===== config.mk =====
export PLATFORM = sky130hd
export DESIGN_NAME = pipe_stage_skid_flat
export DESIGN_NICKNAME = d
export VERILOG_FILES = /design/src/rtl/pipe_stage_skid_if.sv /design/src/rtl/pipe_stage_skid.sv /design/src/flat_wrapper.sv
export SDC_FILE = /design/constraint.sdc
export NUM_CORES = 1
export LEC_CHECK = 0
export CORE_MARGIN = 4
export CORE_UTILIZATION = 53
export CTS_CLUSTER_SIZE = 10
export DETAILED_ROUTE_END_ITERATION = 10
export GPL_TIMING_DRIVEN = 1
export HOLD_SLACK_MARGIN = 0.08
export MAX_ROUTING_LAYER = met4
export PLACE_DENSITY_LB_ADDON = 0.1
export SYNTH_ARGS = -nofsm -noshare
export SYNTH_HDL_FRONTEND = slang
export SYNTH_SLANG_ARGS = --single-unit

===== constraint.sdc =====
create_clock -name CLK -period 4.9 [get_ports CLK]
set_input_delay 0.98 -clock CLK [delete_from_list [all_inputs] [get_ports CLK]]
set_output_delay 0.98 -clock CLK [all_outputs]
set_load 0.05 [all_outputs]

===== src/rtl/pipe_stage_skid_if.sv =====
// pipe_stage_skid_if
//   Handshake and status bundle of one inter-stage pipeline register.
//   slave  : the stage itself (consumes upstream, drives downstream/status)
//   master : the surrounding pipeline / bench (drives upstream, reads rest)
//   Signals:
//     FlushIn   discard held entries and the current input
//     InValid   upstream slot valid        InReady   stage can accept
//     InCtrl    upstream control bundle    InData    upstream data bundle
//     OutValid  downstream slot valid      OutReady  downstream accepts
//     OutCtrl   control bundle, zero when OutValid=0
//     OutData   data bundle of the head entry
//     Occupancy entries held (0..2)        StallCnt  saturating stall count
interface pipe_stage_skid_if #(
  parameter int CTRL_W = 8,
  parameter int DATA_W = 69,
  parameter int CNT_W  = 16
);
  logic              FlushIn;
  logic              InValid;
  logic              InReady;
  logic [CTRL_W-1:0] InCtrl;
  logic [DATA_W-1:0] InData;
  logic              OutValid;
  logic              OutReady;
  logic [CTRL_W-1:0] OutCtrl;
  logic [DATA_W-1:0] OutData;
  logic [1:0]        Occupancy;
  logic [CNT_W-1:0]  StallCnt;

  modport slave (
    input  FlushIn, InValid, InCtrl, InData, OutReady,
    output InReady, OutValid, OutCtrl, OutData, Occupancy, StallCnt
  );

  modport master (
    output FlushIn, InValid, InCtrl, InData, OutReady,
    input  InReady, OutValid, OutCtrl, OutData, Occupancy, StallCnt
  );
endinterface


===== src/rtl/pipe_stage_skid.sv =====
// pipe_stage_skid
//   Generic inter-stage register for the 5-stage MIPS32 pipeline. Holds a
//   control bundle and a data bundle behind a valid/ready handshake, with a
//   one-deep skid entry so that InReady can be derived from state only
//   (no combinational path from OutReady). Invalid or flushed slots present
//   an all-zero control bundle (bubble). Counts stall cycles for debug.
//   Ports:
//     CLK  rising-edge clock
//     RST  synchronous active-high reset
//     bus  pipe_stage_skid_if.slave (handshake, bundles, status)
module pipe_stage_skid #(
  parameter int CTRL_W = 8,
  parameter int DATA_W = 69,
  parameter int CNT_W  = 16
) (
  input  logic                 CLK,
  input  logic                 RST,
  pipe_stage_skid_if.slave     bus
);

  // Occupancy-coded states: main entry only = ONE, skid also valid = FULL.
  localparam logic [1:0] ST_EMPTY = 2'd0;
  localparam logic [1:0] ST_ONE   = 2'd1;
  localparam logic [1:0] ST_FULL  = 2'd2;

  localparam logic [CNT_W-1:0] CNT_MAX = '1;

  logic              r_main_valid;
  logic [CTRL_W-1:0] r_main_ctrl;
  logic [DATA_W-1:0] r_main_data;
  logic              r_skid_valid;
  logic [CTRL_W-1:0] r_skid_ctrl;
  logic [DATA_W-1:0] r_skid_data;
  logic [CNT_W-1:0]  r_stall_cnt;

  logic              w_in_ready;
  logic              w_push;
  logic              w_pop;
  logic [1:0]        w_state;

  // The skid entry is only ever filled while main is valid, so the two
  // valid bits fully encode the state.
  assign w_state    = r_skid_valid ? ST_FULL : (r_main_valid ? ST_ONE : ST_EMPTY);
  assign w_in_ready = ~r_skid_valid & ~RST;
  assign w_push     = bus.InValid & w_in_ready;
  assign w_pop      = r_main_valid & bus.OutReady;

  always_ff @(posedge CLK) begin
    // NOTE: all state here uses non-blocking assignments so every register
    // samples pre-edge values, independent of statement order.
    if (RST) begin
      // NOTE: the datapath registers are reset too, because OutData must
      // read zero after reset, not just be masked by OutValid.
      r_main_valid <= 1'b0;
      r_main_ctrl  <= '0;
      r_main_data  <= '0;
      r_skid_valid <= 1'b0;
      r_skid_ctrl  <= '0;
      r_skid_data  <= '0;
      r_stall_cnt  <= '0;
    end else begin
      // Stall accounting looks at the pre-update state; flush does not
      // touch it.
      if (r_main_valid && !bus.OutReady && (r_stall_cnt != CNT_MAX))
        r_stall_cnt <= r_stall_cnt + 1'b1;

      if (bus.FlushIn) begin
        // Main data is left alone so OutData stays stable while invalid.
        r_main_valid <= 1'b0;
        r_skid_valid <= 1'b0;
        r_skid_ctrl  <= '0;
        r_skid_data  <= '0;
      end else begin
        case (w_state)
          ST_EMPTY: begin
            if (w_push) begin
              r_main_valid <= 1'b1;
              r_main_ctrl  <= bus.InCtrl;
              r_main_data  <= bus.InData;
            end
          end
          ST_ONE: begin
            if (w_push && w_pop) begin
              r_main_ctrl  <= bus.InCtrl;
              r_main_data  <= bus.InData;
            end else if (w_push) begin
              r_skid_valid <= 1'b1;
              r_skid_ctrl  <= bus.InCtrl;
              r_skid_data  <= bus.InData;
            end else if (w_pop) begin
              r_main_valid <= 1'b0;
            end
          end
          ST_FULL: begin
            // InReady is low here, so only a pop can happen.
            if (w_pop) begin
              r_main_ctrl  <= r_skid_ctrl;
              r_main_data  <= r_skid_data;
              r_skid_valid <= 1'b0;
            end
          end
          default: ;
        endcase
      end
    end
  end

  assign bus.InReady   = w_in_ready;
  assign bus.OutValid  = r_main_valid;
  assign bus.OutCtrl   = r_main_valid ? r_main_ctrl : '0;
  assign bus.OutData   = r_main_data;
  assign bus.Occupancy = {1'b0, r_main_valid} + {1'b0, r_skid_valid};
  assign bus.StallCnt  = r_stall_cnt;

endmodule


===== src/flat_wrapper.sv =====
// flat-port wrapper written by rule: the top's interface ports become plain ports
module pipe_stage_skid_flat 
#(
  parameter int CTRL_W = 8,
  parameter int DATA_W = 69,
  parameter int CNT_W  = 16
)
  (CLK, RST, bus_FlushIn, bus_InValid, bus_InCtrl, bus_InData, bus_OutReady, bus_InReady, bus_OutValid, bus_OutCtrl, bus_OutData, bus_Occupancy, bus_StallCnt);
  pipe_stage_skid_if #(.CTRL_W(CTRL_W), .DATA_W(DATA_W), .CNT_W(CNT_W)) bus_i ();
  input  logic CLK;
  input  logic RST;
  input wire logic [$bits(bus_i.FlushIn)-1:0] bus_FlushIn;
  input wire logic [$bits(bus_i.InValid)-1:0] bus_InValid;
  input wire logic [$bits(bus_i.InCtrl)-1:0] bus_InCtrl;
  input wire logic [$bits(bus_i.InData)-1:0] bus_InData;
  input wire logic [$bits(bus_i.OutReady)-1:0] bus_OutReady;
  output wire logic [$bits(bus_i.InReady)-1:0] bus_InReady;
  output wire logic [$bits(bus_i.OutValid)-1:0] bus_OutValid;
  output wire logic [$bits(bus_i.OutCtrl)-1:0] bus_OutCtrl;
  output wire logic [$bits(bus_i.OutData)-1:0] bus_OutData;
  output wire logic [$bits(bus_i.Occupancy)-1:0] bus_Occupancy;
  output wire logic [$bits(bus_i.StallCnt)-1:0] bus_StallCnt;
  assign bus_i.FlushIn = bus_FlushIn;
  assign bus_i.InValid = bus_InValid;
  assign bus_i.InCtrl = bus_InCtrl;
  assign bus_i.InData = bus_InData;
  assign bus_i.OutReady = bus_OutReady;
  assign bus_InReady = bus_i.InReady;
  assign bus_OutValid = bus_i.OutValid;
  assign bus_OutCtrl = bus_i.OutCtrl;
  assign bus_OutData = bus_i.OutData;
  assign bus_Occupancy = bus_i.Occupancy;
  assign bus_StallCnt = bus_i.StallCnt;
  pipe_stage_skid #(.CTRL_W(CTRL_W), .DATA_W(DATA_W), .CNT_W(CNT_W)) u_core (.CLK(CLK), .RST(RST), .bus(bus_i));
endmodule

Word level (Yosys, flattened, before mapping)
Index checks and enable logic that the tools add are counted.

cells by class
  add/sub/neg operators = 2
  equality and inequality tests = 10
  muxes and demuxes = 18
  bitwise logic cells = 7
  reduce and logical (&&, ||, !) cells = 13

operators with widths
  operator                                               number
  two-way mux 69 bit                                     3
  one-hot mux 69 bit (3 select lines)                    1
  two-way mux 8 bit                                      4
  one-hot mux 8 bit (3 select lines)                     1
  adder 16 x 1 -> 16 bit, second input constant          1
  inequality test 16 bit, second input constant          1
  inequality test 2 x 1 -> 1 bit, second input constant  5
  AND reduction 5 bit                                    2
  two-way mux 1 bit                                      6
  inequality test 2 bit, second input constant           2
  NOT 1 bit                                              4
  one-hot mux 1 bit (2 select lines)                     2
  AND reduction 4 bit                                    1
  nonzero test 2 bit                                     2
  bitwise AND 1 bit                                      3
  logical AND 1 bit                                      3
  AND reduction 3 bit                                    1
  nonzero test 3 bit                                     1
  adder 1 x 1 -> 2 bit                                   1
  equality test 2 x 1 -> 1 bit, second input constant    1
  equality test 2 bit, second input constant             1
  zero test 2 bit                                        1
  two-way mux 2 bit                                      1
  OR reduction 2 bit                                     1
  zero test 1 bit                                        1

storage, ports and cells
  flip-flop bits (word level) = 172
  bits of input ports = 82
  output and inout port bits = 97
  word-level logic and storage cells = 57

Depth between registers and ports, before layout
Gate-level depths: netlist of run 1.

  depth in word-level cells = 6
  gate-level depth with buffers = 9
  gate-level depth less buffers = 6

Worst setup path after synthesis of run 1
No wires, ideal clock.

  path kind = input port to output port
  from = input RST
  to = output bus_InReady
  arrival = 2.171 ns
  required time = 3.920 ns
  path slack = 1.749 ns
  stages = 4
  path buffers = 3
  cell sequence = buf_2 clkbuf_1 buf_1 nor2_1

between the ends
  word-level cells in the longest chain between the ends = 2

RTL lines
  what                line                   source
  start: declaration  flat_wrapper.sv:11     input logic RST;
  NOT 1 bit           pipe_stage_skid.sv:44  assign w_in_ready = ~r_skid_valid & ~RST;
  bitwise AND 1 bit   pipe_stage_skid.sv:44
  end: declaration    flat_wrapper.sv:17     output wire logic [$bits(bus_i.InReady)-1:0] bus_InReady;

Every way passes these cells.

Worst setup path in the final report of run 1
Ends and elaborated chain as after synthesis.

==> results of run 1 <==
-- worst min-delay path by stage --
stage / from / endpoint / slack (ns) / depth (start not counted)
2_1_floorplan: u_core.r_skid_ctrl[0] / u_core.r_skid_ctrl[0] / 0.44 / 2
6_report: u_core.r_skid_data[42] / u_core.r_skid_data[42] / 0.45 / 2
5_1_grt: u_core.r_skid_data[42] / u_core.r_skid_data[42] / 0.47 / 2
3_5_place_dp: u_core.r_skid_data[41] / u_core.r_skid_data[41] / 0.45 / 2
4_1_cts: u_core.r_skid_data[41] / u_core.r_skid_data[41] / 0.45 / 2
3_3_place_gp: u_core.r_skid_data[19] / u_core.r_skid_data[19] / 0.44 / 2
-- kinds of logic after synthesis --
group / share of synthesized area (%)
muxes: 10.9
DFF: 47.9
adders and majority gates: 0.696
AOI/OAI and AO/OA: 21.8
and+or+nand+nor: 13.8
buffers and inverters: 4.94
-- stage by stage --
stage	hold WS, ns	utilization, %
floorplan	0.436	-
global placement	0.441	67.7
detailed placement	0.446	67.7
CTS	0.454	72.1
global route	0.471	72.1
finish	0.454	72.1
-- sequential cells by signal (all words and copies together) (netlist names) --
| name | count |
|---|---|
| u_core.r_skid_valid | 1 |
| u_core.bus.OutData | 69 |
| u_core.bus.StallCnt | 16 |
| u_core.r_skid_ctrl | 8 |
| u_core.r_skid_data | 69 |
| u_core.bus.OutValid | 1 |
| u_core.r_main_ctrl | 8 |
-- where the power goes --
part	total, µW	switching, µW	internal [µW]
clock	1320	545	772
sequential	1470	27.8	1440
combinational	460	281	179
total	3250	854	2390
-- cell type report --
cell class | count | area [µm²]
well taps | 176 | 220
multi-input cells | 570 | 3440
flip-flops and latches | 172 | 3440
clock buffers | 20 | 457
fillers | 1027 | 3690
inverters | 3 | 11.3
clock inverters | 12 | 121
repair buffers | 187 | 1860
-- per-layer routing --
layer	share of wire [%]	wire [µm]	global-route usage, %
met4	2.0	393	8.58
met5	0	0	-
met3	6.1	1210	7.50
met2	49	9680	41.9
met1	43	8420	31.0
-- critical path, delay by kind of cell --
family	cells	cell delay (ns)
buf+inv	2	1.54
simple gates	1	0.07
-- cell usage in the layout, fill, tap and decap left out, drive strengths merged, types with 2 or more instances in the layout --
| cell type | instances |
|---|---|
| clkdlybuf4s50 | 177 |
| a21oi | 169 |
| clkinv | 7 |
| nand2 | 161 |
| and2 | 10 |
| buf | 10 |
| nand3b | 2 |
| o21ai | 7 |
| nand3 | 7 |
| clkbuf | 20 |
| nand2b | 3 |
| dfxtp | 172 |
| or3 | 3 |
| bufinv | 2 |
| mux2i | 77 |
| nor2 | 5 |
| nor4 | 3 |
| nor3 | 2 |
| inv | 3 |
| or3b | 2 |
| a211oi | 78 |
| nand4 | 6 |
| or2 | 3 |
| o31ai | 8 |
| and4 | 2 |
| ha | 4 |
| or4 | 9 |
| clkinvlp | 3 |
==> flow_summary.yaml, run 1 <==
outcome:
  outcome: "completed"
synthesis:
  ys.flop_type: "dfxtp_1"
  avgSynthCellArea_um2: 8.78
  seq_area_frac_synth_pct: 47.9
  synth_edf_count: 0
  syn_inst: 819
  synth_top_area_share_pct: 47.9
  async_flop_share_pct: 0
  synthTopCellsByArea: "dfxtp_1 (48%), a21oi_1 (12%), mux2i_1 (11%)"
  synth_commonest_cells: "dfxtp_1 (172), a21oi_1 (169), nand2_1 (161)"
  syn_nets: 905
  ys_types: 39
  syn_area_um2: 7190
  synth_top_area_cell: "dfxtp_1"
  ys_ff_latch: 172
  yosysWarnings: 0
  synth_most_common_cell: "dfxtp_1"
clock_tree:
  path_clk_slew_ns: 0.06
  clock_path_buffers: 2
  htree_levels: 4
  clkLatencyLatePin_ns: 0.43
  cts_setup_buffers: 0
  cts_tree: "yes"
  cts_buffers: 17
  cts_num_sinks: 172
  post_cts_resized: 0
  cts_root_buf: "clkbuf_16"
  holdBufCountCts: 0
setup_path:
  start_kind: "input pin"
  cpMaxStageDelayCell: "buf_4"
  cp_cell_sequence: "buf_4 -> nor2_1 -> clkdlybuf4s50_1"
  critPathArrivalTime_ns: 2.62
  cp-startpoint: "RST"
  critPathRequiredTime_ns: 3.92
  path_class: "in2out"
  setup.worst_path.end: "bus_InReady"
  end_kind: "primary output"
  r2r_end: "u_core.bus.OutData[11]"
  rrSetupSlack_ns: 1.97
  crit_fanout: 98
  reg2reg_from: "u_core.r_skid_valid"
  critPathMaxStageDelay_ns: 0.80
  reg2reg_depth: 7
final_layout:
  stdcell_count: 1140
  drive_above_1_share_pct: 5.50
  fin_nets: 1037
  finalInstanceArea_um2: 9550
  syn_to_final_growth_pct: 32.8
  antenna_cells: 0
sta:
  rsz0062_at_grt: "false"
  finalSetupViolations: 0
  post-route-min-period_ns: 3.60
  drv_slew: 0
  worst_slack_ns: 1.30
  worst_pin_slew_ns: 1.08
  slew_headroom_pct: 27.9
  setup_tns_ns: 0
  maxClockFrequency_ghz: 0.278
  fin_skew_ns: 0.00873
  finalCritPeriodShare_pct: 73.5
  finalHoldViolations: 0
floorplan:
  start_util_pct: 54.3
  die_x_um: 124
  die_area_um2: 15500
  fp-row-count: 42
  die_h_um: 124
  ios: 179
  core_um2: 13200
placed_design:
  preCtsSetupSlack_ns: 1.28
  dp.cells: 1108
  io_buffers: 178
  hpwl_um: 12500
  post_dp_cell_area_um2: 8970
  gp_congestion: 0.839
grt:
  grt_max_degree: 99
  grt_pass1_vias: 6522
  grt.overflow.total: 0
  antenna_found_initial: 0
  grt_pass1_wl_um: 32300
  grt_use_total_pct: 25.8
power:
  power_density_nw_per_um2: 340
  ir_drop_mv: 0.227
  p_leak_uw: 0.00358
  finalPower_uw: 3250
routing:
  dr_total_vias: 6640
  firstDrtPassIters: 5
  drt-wirelength-per-cell_um: 17.3
  drt.antenna.violating_nets: 0
  drc: 0
  drt_iter0_markers: 663
  via_per_inst: 5.82
  wl_um: 19700
hold_path:
  hold_path.class: "reg2reg"
job:
  cap_violations: 0
(Power assumes the default switching activity.)
==> run 2: changes to the inputs <==
- CORE_UTILIZATION: 53 -> 49
- clock period: 4.9 -> 3.4 ns (I/O delays scaled with it)
==> flow_summary.yaml, run 2 (synthesis results as in run 1) <==
grt:
  grt_util_met2_pct: 39.2
  grt-busiest-layer: "met2"
  antenna_found_initial: 0
  grt_use_total_pct: 24.6
  grt_pass1_vias: 6378
  grt_pass1_wl_um: 32100
  grt.overflow.total: 0
  use_met3_pct: 5.48
  grt_max_degree: 61
  met1_usage_pct: 31.0
power:
  p_leak_uw: 0.00367
  p_comb_share_pct: 13.6
  pwr-share-clk_pct: 43.3
  finalPower_uw: 4920
  p_int_uw: 3670
  power_density_nw_per_um2: 505
  ir_drop_mv: 0.348
  p_seq_share_pct: 43.1
  swShare_pct: 25.5
  power_switching_uw: 1250
sta:
  drv_slew: 0
  fin_skew_ns: 0.00749
  finalHoldViolations: 0
  worst_pin_slew_ns: 0.823
  finalCritPeriodShare_pct: 85.7
  slew_headroom_pct: 44.6
  post-route-min-period_ns: 2.92
  finalSetupViolations: 0
  rsz0062_at_grt: "false"
  maxClockFrequency_ghz: 0.343
  setup_tns_ns: 0
clock_tree:
  post_cts_resized: 0
  clkLatencyLatePin_ns: 0.42
  cts_setup_buffers: 0
  cts_num_sinks: 172
  cts_tree: "yes"
  cts_root_buf: "clkbuf_16"
  path_clk_slew_ns: 0.06
  holdBufCountCts: 0
  clock_path_buffers: 2
  cts_buffers: 17
  htree_levels: 4
setup_path:
  cpMaxStageDelayCell: "clkdlybuf4s50_1"
  reg2reg_from: "u_core.r_skid_valid"
  path_class: "reg2out"
  reg2reg_depth: 7
  critPathArrivalTime_ns: 2.24
  crit_buf_inv: 2
  start_kind: "flop"
  rrSetupSlack_ns: 0.79
  cp_cell_sequence: "inv_1 -> ha_1 -> clkdlybuf4s50_1"
  r2r_end: "u_core.bus.OutData[63]"
  end_kind: "primary output"
  critical_path.top_delay_family: "buffers and inverters"
  critPathRequiredTime_ns: 2.72
  critPathMaxStageDelay_ns: 0.82
  crit_fanout: 8
final_layout:
  final_common_cell: "clkdlybuf4s50_1"
  drive_above_1_share_pct: 6.67
  fin_nets: 1048
  n_fill_cell: 1183
  final_cell_mix: "clkdlybuf4s50_1 (177), dfxtp_1 (172), a21oi_1 (169), nand2_1 (161), a211oi_1 (78)"
  syn_to_final_growth_pct: 35.7
  antenna_cells: 0
hold_path:
  hold_depth: 2
  hold_path.class: "reg2reg"
  hold_start: "u_core.r_skid_data[49]"
  min_to: "u_core.r_skid_data[49]"
routing:
  drc: 0
  wl_um: 19900
  drt.antenna.violating_nets: 0
  drt-wirelength-per-cell_um: 17.2
  dr_total_vias: 6616
  drt_iter0_markers: 526
  firstDrtPassIters: 5
  via_per_inst: 5.71
floorplan:
  die_x_um: 129
  ios: 179
  fp-row-count: 44
  start_util_pct: 49.7
  die_h_um: 129
  die_area_um2: 16700
  core_um2: 14500
job:
  cap_violations: 0
placed_design:
  io_buffers: 178
  hpwl_um: 12900
  gp_congestion: 0.842
outcome:
  outcome: "completed"
## run 2: stage by stage
step                hold WS [ns]  area [µm²]  std cells  setup WS (ns)  util, %
detailed placement         0.446        9100       1127          0.401     62.8
finish                     0.452        9760       1159          0.485     67.4
global placement           0.440        9100       1127          0.513     62.8
global route               0.469        9760       1159          0.398     67.4
floorplan                  0.436        7190        819          0.849        -
CTS                        0.454        9760       1159          0.454     67.4
## run 2: how the worst max path moves through the flow
stage / start / end / slack (ns) / depth (start not counted)
after floorplan: RST / bus_InReady / 0.85 / 4
after global placement: bus_InValid / u_core.bus.OutData[34] / 0.51 / 6
after detailed placement: bus_InValid / u_core.bus.OutData[63] / 0.40 / 6
after CTS: u_core.r_skid_valid / bus_Occupancy[0] / 0.45 / 3
after global routing: u_core.r_skid_valid / bus_Occupancy[0] / 0.40 / 3
final: u_core.r_skid_valid / bus_Occupancy[0] / 0.48 / 3
## run 2: tightest hold or removal path, cell delays in order (launching register included)
cell and delay (ns):
dfxtp_1 0.31, nand2_1 0.05, a21oi_1 0.05
## run 2: metal layers
layer  wire length, µm  up-vias
met5                 0        -
met4               368        0
met3              1210       37
met2              9700      203
met1              8610     3170
li1                  -     3206
## run 2: area by class of cell
class	instances	area (µm²)	share of cell area, %
clock inverters	14	216	2.22
well taps	184	230	2.36
flip-flops and latches	172	3440	35.3
multi-input cells	570	3440	35.2
clock buffers	18	439	4.50
inverters	3	11.3	0.115
repair buffers	198	1980	20.3
## run 2: power groups by stage
stage / combinational (µW) / clock [µW] / sequential, µW
3_5_place_dp: 673 / 0 / 2160
2_1_floorplan: 207 / 0 / 2350
4_1_cts: 675 / 2160 / 2120
3_3_place_gp: 660 / 0 / 2160
6_report: 671 / 2130 / 2120
5_1_grt: 714 / 2250 / 2120
